===== src/rtl/ipf_pkg.sv =====
// ipf_pkg: shared constants and types for the IPF fetch stage.
// Exception codes, reset PC and fetch sequencer states.
package ipf_pkg;

    localparam logic [31:0] EXC_ADEL_IF  = 32'h0000_0004;
    localparam logic [31:0] EXC_TLBL_IF  = 32'h0000_0008;
    localparam logic [31:0] IPF_RESET_PC = 32'hBFC0_0000;

    typedef enum logic [2:0] {
        S_REQ,
        S_WAIT_DATA,
        S_HOLD,
        S_CANCEL,
        S_EXC_WAIT
    } ipf_state_e;

endpackage


===== src/rtl/ipf_fetch_ctrl.sv =====
// ipf_fetch_ctrl: single-outstanding instruction fetch sequencer.
// Owns the fetch PC, cancels stale requests, presents one entry at a time.
module ipf_fetch_ctrl
    import ipf_pkg::*;
#(
    parameter logic [31:0] RESET_PC = IPF_RESET_PC
) (
    input  logic        clk,
    input  logic        rst_n,
    input  logic        flush,
    input  logic [31:0] flush_pc,
    input  logic        redirect,
    input  logic [31:0] redirect_pc,
    input  logic        pipe_stall,
    input  logic        tlb_miss,
    output logic        inst_req,
    output logic [31:0] inst_addr,
    input  logic        inst_addr_ok,
    input  logic        inst_data_ok,
    input  logic [31:0] inst_rdata,
    output logic        fetch_valid,
    output logic [31:0] fetch_pc_plus4,
    output logic [31:0] fetch_inst,
    output logic [31:0] fetch_exc_type,
    output logic        fetch_miss,
    output logic        stall_req
);

    ipf_state_e  state, state_d;
    logic [31:0] pc, pc_d;
    logic [31:0] req_pc4, req_pc4_d;
    logic        valid_d, miss_d;
    logic [31:0] pc4_d, inst_d, exc_d;
    logic [31:0] pc_plus4, tgt;
    logic        misalign, jump;

    assign pc_plus4  = pc + 32'd4;
    assign misalign  = pc[1:0] != 2'b00;
    assign jump      = flush | redirect;
    assign tgt       = flush ? flush_pc : redirect_pc;
    assign inst_req  = (state == S_REQ) & ~misalign & ~tlb_miss;
    assign inst_addr = pc;
    assign stall_req = ~fetch_valid & ~flush;

    // Next state, next PC and next presented entry.
    always_comb begin
        state_d   = state;
        pc_d      = pc;
        req_pc4_d = req_pc4;
        valid_d   = fetch_valid;
        pc4_d     = fetch_pc_plus4;
        inst_d    = fetch_inst;
        exc_d     = fetch_exc_type;
        miss_d    = fetch_miss;
        unique case (state)
            S_REQ: begin
                if (jump) begin
                    // An accepted request still returns data later.
                    valid_d = 1'b0;
                    pc_d    = tgt;
                    state_d = (inst_req & inst_addr_ok) ? S_CANCEL : S_REQ;
                end else if (misalign) begin
                    valid_d = 1'b1;
                    pc4_d   = pc_plus4;
                    inst_d  = '0;
                    exc_d   = EXC_ADEL_IF;
                    miss_d  = 1'b0;
                    state_d = S_EXC_WAIT;
                end else if (tlb_miss) begin
                    valid_d = 1'b1;
                    pc4_d   = pc_plus4;
                    inst_d  = '0;
                    exc_d   = EXC_TLBL_IF;
                    miss_d  = 1'b1;
                    state_d = S_EXC_WAIT;
                end else if (inst_addr_ok) begin
                    req_pc4_d = pc_plus4;
                    pc_d      = pc_plus4;
                    state_d   = S_WAIT_DATA;
                end
            end
            S_WAIT_DATA: begin
                if (jump) begin
                    pc_d    = tgt;
                    state_d = inst_data_ok ? S_REQ : S_CANCEL;
                end else if (inst_data_ok) begin
                    valid_d = 1'b1;
                    pc4_d   = req_pc4;
                    inst_d  = inst_rdata;
                    exc_d   = '0;
                    miss_d  = 1'b0;
                    state_d = S_HOLD;
                end
            end
            S_HOLD: begin
                if (jump) begin
                    valid_d = 1'b0;
                    pc_d    = tgt;
                    state_d = S_REQ;
                end else if (!pipe_stall) begin
                    valid_d = 1'b0;
                    state_d = S_REQ;
                end
            end
            S_CANCEL: begin
                if (jump) begin
                    pc_d = tgt;
                end
                if (inst_data_ok) begin
                    state_d = S_REQ;
                end
            end
            S_EXC_WAIT: begin
                // Only a flush restarts fetch after an exception.
                if (flush) begin
                    valid_d = 1'b0;
                    pc_d    = flush_pc;
                    state_d = S_REQ;
                end else if (!pipe_stall) begin
                    valid_d = 1'b0;
                end
            end
            default: state_d = S_REQ;
        endcase
    end

    // State, PC and registered fetch outputs.
    always_ff @(posedge clk) begin
        if (!rst_n) begin
            state          <= S_REQ;
            pc             <= RESET_PC;
            req_pc4        <= '0;
            fetch_valid    <= 1'b0;
            fetch_pc_plus4 <= '0;
            fetch_inst     <= '0;
            fetch_exc_type <= '0;
            fetch_miss     <= 1'b0;
        end else begin
            state          <= state_d;
            pc             <= pc_d;
            req_pc4        <= req_pc4_d;
            fetch_valid    <= valid_d;
            fetch_pc_plus4 <= pc4_d;
            fetch_inst     <= inst_d;
            fetch_exc_type <= exc_d;
            fetch_miss     <= miss_d;
        end
    end

endmodule

===== config.mk =====
export PLATFORM = sky130hd
export DESIGN_NAME = ipf_fetch_ctrl
export DESIGN_NICKNAME = d
export VERILOG_FILES = /design/src/rtl/ipf_pkg.sv /design/src/rtl/ipf_fetch_ctrl.sv
export SDC_FILE = /design/constraint.sdc
export NUM_CORES = 1
export LEC_CHECK = 0
export BUFFER_PORTS_ARGS = -buffer_cell sky130_fd_sc_hd__buf_2
export CORE_ASPECT_RATIO = 1.75
export CORE_MARGIN = 5
export CORE_UTILIZATION = 51
export CTS_CLUSTER_SIZE = 25
export DETAILED_ROUTE_END_ITERATION = 8
export PLACE_DENSITY = 0.8
export SYNTH_ARGS = -nofsm -noshare
export SYNTH_HDL_FRONTEND = slang
export SYNTH_SLANG_ARGS = --single-unit
export TNS_END_PERCENT = 20

===== constraint.sdc =====
create_clock -name clk -period 2.8 [get_ports clk]
set_clock_uncertainty 0.2 [all_clocks]
set_input_delay 0 -clock clk [delete_from_list [all_inputs] [get_ports clk]]
set_output_delay 0 -clock clk [all_outputs]
set_load 0.05 [all_outputs]

# [Word-level counts from Yosys, hierarchy flattened]
# Index checks and enable logic that the tools add are counted.
[word_totals] ff_bits=165 latchBits=0 mem_bits_rw=0 romBits=0 inputBits=104 out_inout_bits=132 elab_cells=101 mem_count=0
[op_classes] add_sub_neg=1 n_mul=0 div=0 n_lt_le_gt_ge=0 n_eq_ne=18 n_shift=0 n_mux=53 n_bitwise=10 n_reduce_logical=11
[op_table] cell="two-way mux 32 bit" count=22
[op_table] cell="case mux 32 bit (2 select lines)" count=3
[op_table] cell="case mux 32 bit (3 select lines)" count=1
[op_table] cell="adder 32 x 3 -> 32 bit (second input constant)" count=1
[op_table] cell="two-way mux 3 bit" count=10
[op_table] cell="inequality test 3 bit (second input constant)" count=6
[op_table] cell="case mux 3 bit (5 select lines)" count=1
[op_table] cell="AND reduction 5 bit" count=3
[op_table] cell="two-way mux 1 bit" count=12
[op_table] cell="inequality test 2 bit (second input constant)" count=5
[op_table] cell="== test 3 x 2 -> 1 bit (second input constant)" count=2
[op_table] cell="AND reduction 6 bit" count=1
[op_table] cell="inequality test 5 bit (second input constant)" count=1
[op_table] cell="inverter 1 bit" count=5
[op_table] cell="bitwise AND 1 bit" count=4
[op_table] cell="two-way mux 2 bit" count=2
[op_table] cell="inequality test 4 bit (second input constant)" count=1
[op_table] cell="case mux 1 bit (4 select lines)" count=1
[op_table] cell="AND reduction 4 bit" count=1
[op_table] cell="nonzero test 2 bit" count=2
[op_table] cell="nonzero test 4 bit" count=1
[op_table] cell="== test 3 x 1 -> 1 bit (second input constant)" count=1
[op_table] cell="== test 3 bit (second input constant)" count=1
[op_table] cell="zero test 3 bit" count=1
[op_table] cell="other kinds (5)" count=5

# [Longest topological paths before layout]
[depth] depth_word=8 depth_mapped=9

# [Worst setup path after synthesis]
# OpenSTA, ideal clock, no wires.
[synth_timing] path_kind="reg-to-reg" from="register pc[2] (netlist: inst_addr[2])" to="register fetch_pc_plus4[20]" setup_ps=74 arrival_ps=2375 slack_ps=150 path_stages_with_launch=7 n_path_buf=0 synth_period_minus_slack_ps=2650 cell_sequence="dfxtp_1 ha_1 nand3_2 nor4_4 nand4_4 or4_1 a31oi_1"
[synth_between] elab_chain_cells=5
[synth_lines] element="start, declared" line_no="ipf_fetch_ctrl.sv:30" text="logic [31:0] pc, pc_d;"
[synth_lines] element="start signal, assigned" line_no="ipf_fetch_ctrl.sv:140" text="pc <= pc_d;"
[synth_lines] element="adder 32 x 3 -> 32 bit (*)" line_no="ipf_fetch_ctrl.sv:37" text="assign pc_plus4 = pc + 32'd4;"
[synth_lines] element="two-way mux 32 bit" line_no="ipf_fetch_ctrl.sv:69" text="end else if (tlb_miss) begin"
[synth_lines] element="two-way mux 32 bit (*)" line_no="ipf_fetch_ctrl.sv:62" text="end else if (misalign) begin"
[synth_lines] element="two-way mux 32 bit (*)" line_no="ipf_fetch_ctrl.sv:57" text="if (jump) begin"
[synth_lines] element="case mux 32 bit (2 select lines) (*)" line_no="ipf_fetch_ctrl.sv:55" text="unique case (state)"
[synth_lines] element="end signal, assigned" line_no="ipf_fetch_ctrl.sv:143" text="fetch_pc_plus4 <= pc4_d;"
[synth_lines] element="end, declared" line_no="ipf_fetch_ctrl.sv:22" text="output logic [31:0] fetch_pc_plus4,"
# Mark *: on every way between the ends. The rest lies on a longest branch, timed or not. The select of a mux whose other input is x is not followed.
# A chain may end at the register's enable or synchronous reset.

# [Worst setup path after layout]
[layout_timing] from="register pc[3] (netlist: inst_addr[3])" to="register pc[26] (netlist: inst_addr[26])"
[layout_between] elab_chain_cells=6
[layout_lines] element="adder 32 x 3 -> 32 bit" line_no="ipf_fetch_ctrl.sv:37"
[layout_lines] element="two-way mux 32 bit" line_no="ipf_fetch_ctrl.sv:76" text="end else if (inst_addr_ok) begin"
[layout_lines] element="two-way mux 32 bit" line_no="ipf_fetch_ctrl.sv:69"
[layout_lines] element="two-way mux 32 bit" line_no="ipf_fetch_ctrl.sv:62"
[layout_lines] element="two-way mux 32 bit" line_no="ipf_fetch_ctrl.sv:57"
[layout_lines] element="case mux 32 bit (3 select lines)" line_no="ipf_fetch_ctrl.sv:55"
# Every way passes these cells. The select of a mux whose other input is x is not followed.

==> impl_metrics.ini <==
[run_status]
status = finished, final reports clean

[layout]
fin_util_pct = 73.40
final_cell_area_um2 = 9547
nNetsFinal = 1222
synthToLayoutAreaGrowth_pct = 40.75
antenna_cells = 0
drive_gt1_share_pct = 27.43

[drt]
wirelength_um = 23760
first_iter_violations = 598
wl_per_cell_um = 18.26
drcViolationCount = 0
firstDrtPassIters = 7
drtAntennaViolNets = 0
via_per_inst = 5.894
dr_total_vias = 7668

[sta]
fin_ws_ns = 0.1251
hold_viol = 0
fmax_ghz = 0.3738
rsz0062_at_grt = false
period_needed_ns = 2.675
min_period_over_period_pct = 95.53
slew_viol_final = 0
worst_pin_slew_ns = 0.8461
slew_headroom_pct = 43.51
hold_slack_ns = 0.03060
setup_tns_ns = 0
setup_violations = 0

[clocking]
htreeDepth = 4
numCtsBuffers = 17
root_buffer = clkbuf_16
cts.sink_count = 134
cts_max_path_buffers = 2
cts_tree = done
clkLatencyLatePin_ns = 0.41
path_clk_slew_ns = 0.06

[yosys]
netlist_area_um2 = 6783
synth_warnings = 0
synth_cell_types = 70
synth_edf_count = 0
synth-seq-cells = 134
ys_async_sr_fraction_pct = 0
ys.flop_type = dfxtp_1
synthesis.instances = 835
ys_seq_area_share_pct = 39.55
syn_avg_cell_area_um2 = 8.123

[worst_setup_path]
arrival_ns = 2.81
end_kind = register
required_ns = 2.94
worst_setup_path_start_kind = register
path_class = reg -> reg
cp_max_fo = 14

[power]
switchingPower_uw = 1964
worst_ir_drop_vdd_mv = 0.4905
p_clk_share_pct = 38.5
power.internal_uw = 3818
combPwrFrac_pct = 24.5
power_density_nw_per_um2 = 605.7
p_leak_uw = 0.004004
swShare_pct = 33.97
sequentialPowerShare_pct = 37.1

[placed_design]
dp_slack_ns = 0.3570
postPlaceCellArea_um2 = 7875
numPortBuffers = 205
gp_congestion = 0.9135
hpwl_um = 15360

[global_route]
grt_pass1_wl_um = 37800
grt_usage_pct = 29.05
grt_max_degree = 59
grt_antenna_before_repair = 0
grt_overflow = 0
grt_pass1_vias = 7495

[floorplanning]
die_x_um = 97.18
dieHeight_um = 162.6
start_util_pct = 52.15
dieArea_um2 = 15800
num_rows = 55
io_pins = 236
design.core.area_um2 = 13010

[min_path]
hp-class = in -> reg

[flow_run]
drv_cap = 0
==> sequential cells by signal, summed over array words and instances (netlist names) <==
register and flops:
fetch_inst 32, fetch_pc_plus4 32, state 3, fetch_valid 1
inst_addr 32, req_pc4 32, fetch_exc_type 2
==> through the flow <==
step | std cells | total power, µW
final | 1301 | 5782
after global routing | 1301 | 5995
after CTS | 1299 | 5770
after detailed placement | 1164 | 3419
after global placement | 1164 | 3409
after floorplan | 864 | 3075
==> final cells by class <==
class / instances / area, µm²
fill: 950 / 3460
timing repair buffer: 346 / 2396
clock inverter: 15 / 165.2
tap: 171 / 214.0
sequential: 134 / 2688
multi-input combinational: 608 / 3621
clock buffer: 17 / 425.4
inverter: 10 / 37.54
==> repair_timing <==
item	in CTS	in global routing
endpoints found under the setup margin	0	14
buffers inserted	0	2
resized for setup	0	9
endpoints found under the hold margin	88	0
hold buffers	103	0
==> cells in the final DEF (no fill, tap or decap), types with 14 or more instances in the layout <==
cell type	n
o22ai_1	18
conb_1	30
nand3_1	49
xor2_1	14
a211oi_1	19
buf_4	33
buf_2	205
dlygate4sd3_1	103
and3_1	18
dfxtp_1	130
nor2_1	60
nor3_1	17
clkbuf_16	17
o21ai_0	42
nand2_1	70
a21oi_1	101
==> worst paths after layout <==
path / start / slack [ns] / cells past startpoint / to
setup / recovery: inst_addr[3]$_SDFFE_PN0P_ / 0.13 / 8 / inst_addr[26]$_SDFFE_PN1P_
hold / removal: pipe_stall / 0.03 / 6 / state[2]$_SDFFE_PN0P_
setup reg to reg: inst_addr[3]$_SDFFE_PN0P_ / 0.13 / 8 / inst_addr[26]$_SDFFE_PN1P_
hold reg to reg: fetch_inst[11]$_SDFFE_PN0P_ / 0.25 / 2 / fetch_inst[11]$_SDFFE_PN0P_
==> cells in the mapped netlist, types with 3 or more instances <==
| master | number | area (µm²) |
|---|---|---|
| dfxtp_1 | 134 | 2683 |
| a21oi_1 | 102 | 510.5 |
| nand2_1 | 70 | 262.8 |
| nor2_1 | 61 | 229.0 |
| nand3_1 | 49 | 245.2 |
| o21ai_0 | 43 | 215.2 |
| buf_4 | 37 | 277.8 |
| buf_2 | 36 | 180.2 |
| clkbuf_1 | 33 | 123.9 |
| a211oi_1 | 19 | 142.6 |
| and3_1 | 18 | 112.6 |
| o22ai_1 | 18 | 112.6 |
| nor3_1 | 17 | 85.08 |
| xor2_1 | 14 | 122.6 |
| a221oi_1 | 13 | 113.9 |
| o211ai_1 | 13 | 97.59 |
| xnor2_1 | 13 | 113.9 |
| a31oi_1 | 11 | 68.82 |
| inv_1 | 9 | 33.78 |
| nand4_1 | 9 | 56.30 |
| a32o_1 | 8 | 80.08 |
| a31o_2 | 6 | 52.55 |
| a32oi_1 | 6 | 52.55 |
| buf_1 | 5 | 18.77 |
| nand2b_1 | 5 | 31.28 |
| o31a_1 | 5 | 43.79 |
| o32ai_1 | 5 | 43.79 |
| a222oi_1 | 4 | 40.04 |
| a311oi_1 | 4 | 35.03 |
| and2_1 | 4 | 25.02 |
| nor4_1 | 4 | 25.02 |
| o21a_1 | 4 | 30.03 |
| a211o_1 | 3 | 26.28 |
| and3_2 | 3 | 22.52 |
| o221ai_1 | 3 | 26.28 |
==> logic make-up after synthesis <==
| kind of cell | Yosys count | synth area share [%] |
|---|---|---|
| compound gates | 284 | 27.01 |
| simple gates | 264 | 19.85 |
| flops | 134 | 39.55 |
| buf+inv | 122 | 9.574 |
| xor+xnor | 27 | 3.486 |
| mux | 2 | 0.2952 |
| fa+ha+maj | 1 | 0.1844 |
| other cells | 1 | 0.05529 |
==> metal layers <==
metal	vias up	part of all wire (%)	track usage (%)	wire length (µm)
li1	3577	-	-	-
met1	3511	37	33.40	8823
met2	488	49	49.53	11630
met3	92	9.5	7.072	2262
met4	0	4.4	15.59	1044
met5	-	0	0	0
==> worst max-delay path, cell delays in order (launching register included) <==
cell and delay, ns:
dfxtp_1 0.47, ha_4 0.22, nand3_2 0.15, nor4_4 0.28, buf_4 0.25, and4b_1 0.22
a221oi_1 0.05, dlygate4sd3_1 0.60, o211ai_1 0.16
==> power groups by stage <==
stage	Combinational, µW	Clock, µW	Sequential, µW
after floorplan	644	0	2430
after global placement	1240	0	2170
after detailed placement	1240	0	2180
after CTS	1370	2260	2130
after global routing	1490	2340	2160
final	1410	2220	2140
(Power assumes the default switching activity.)
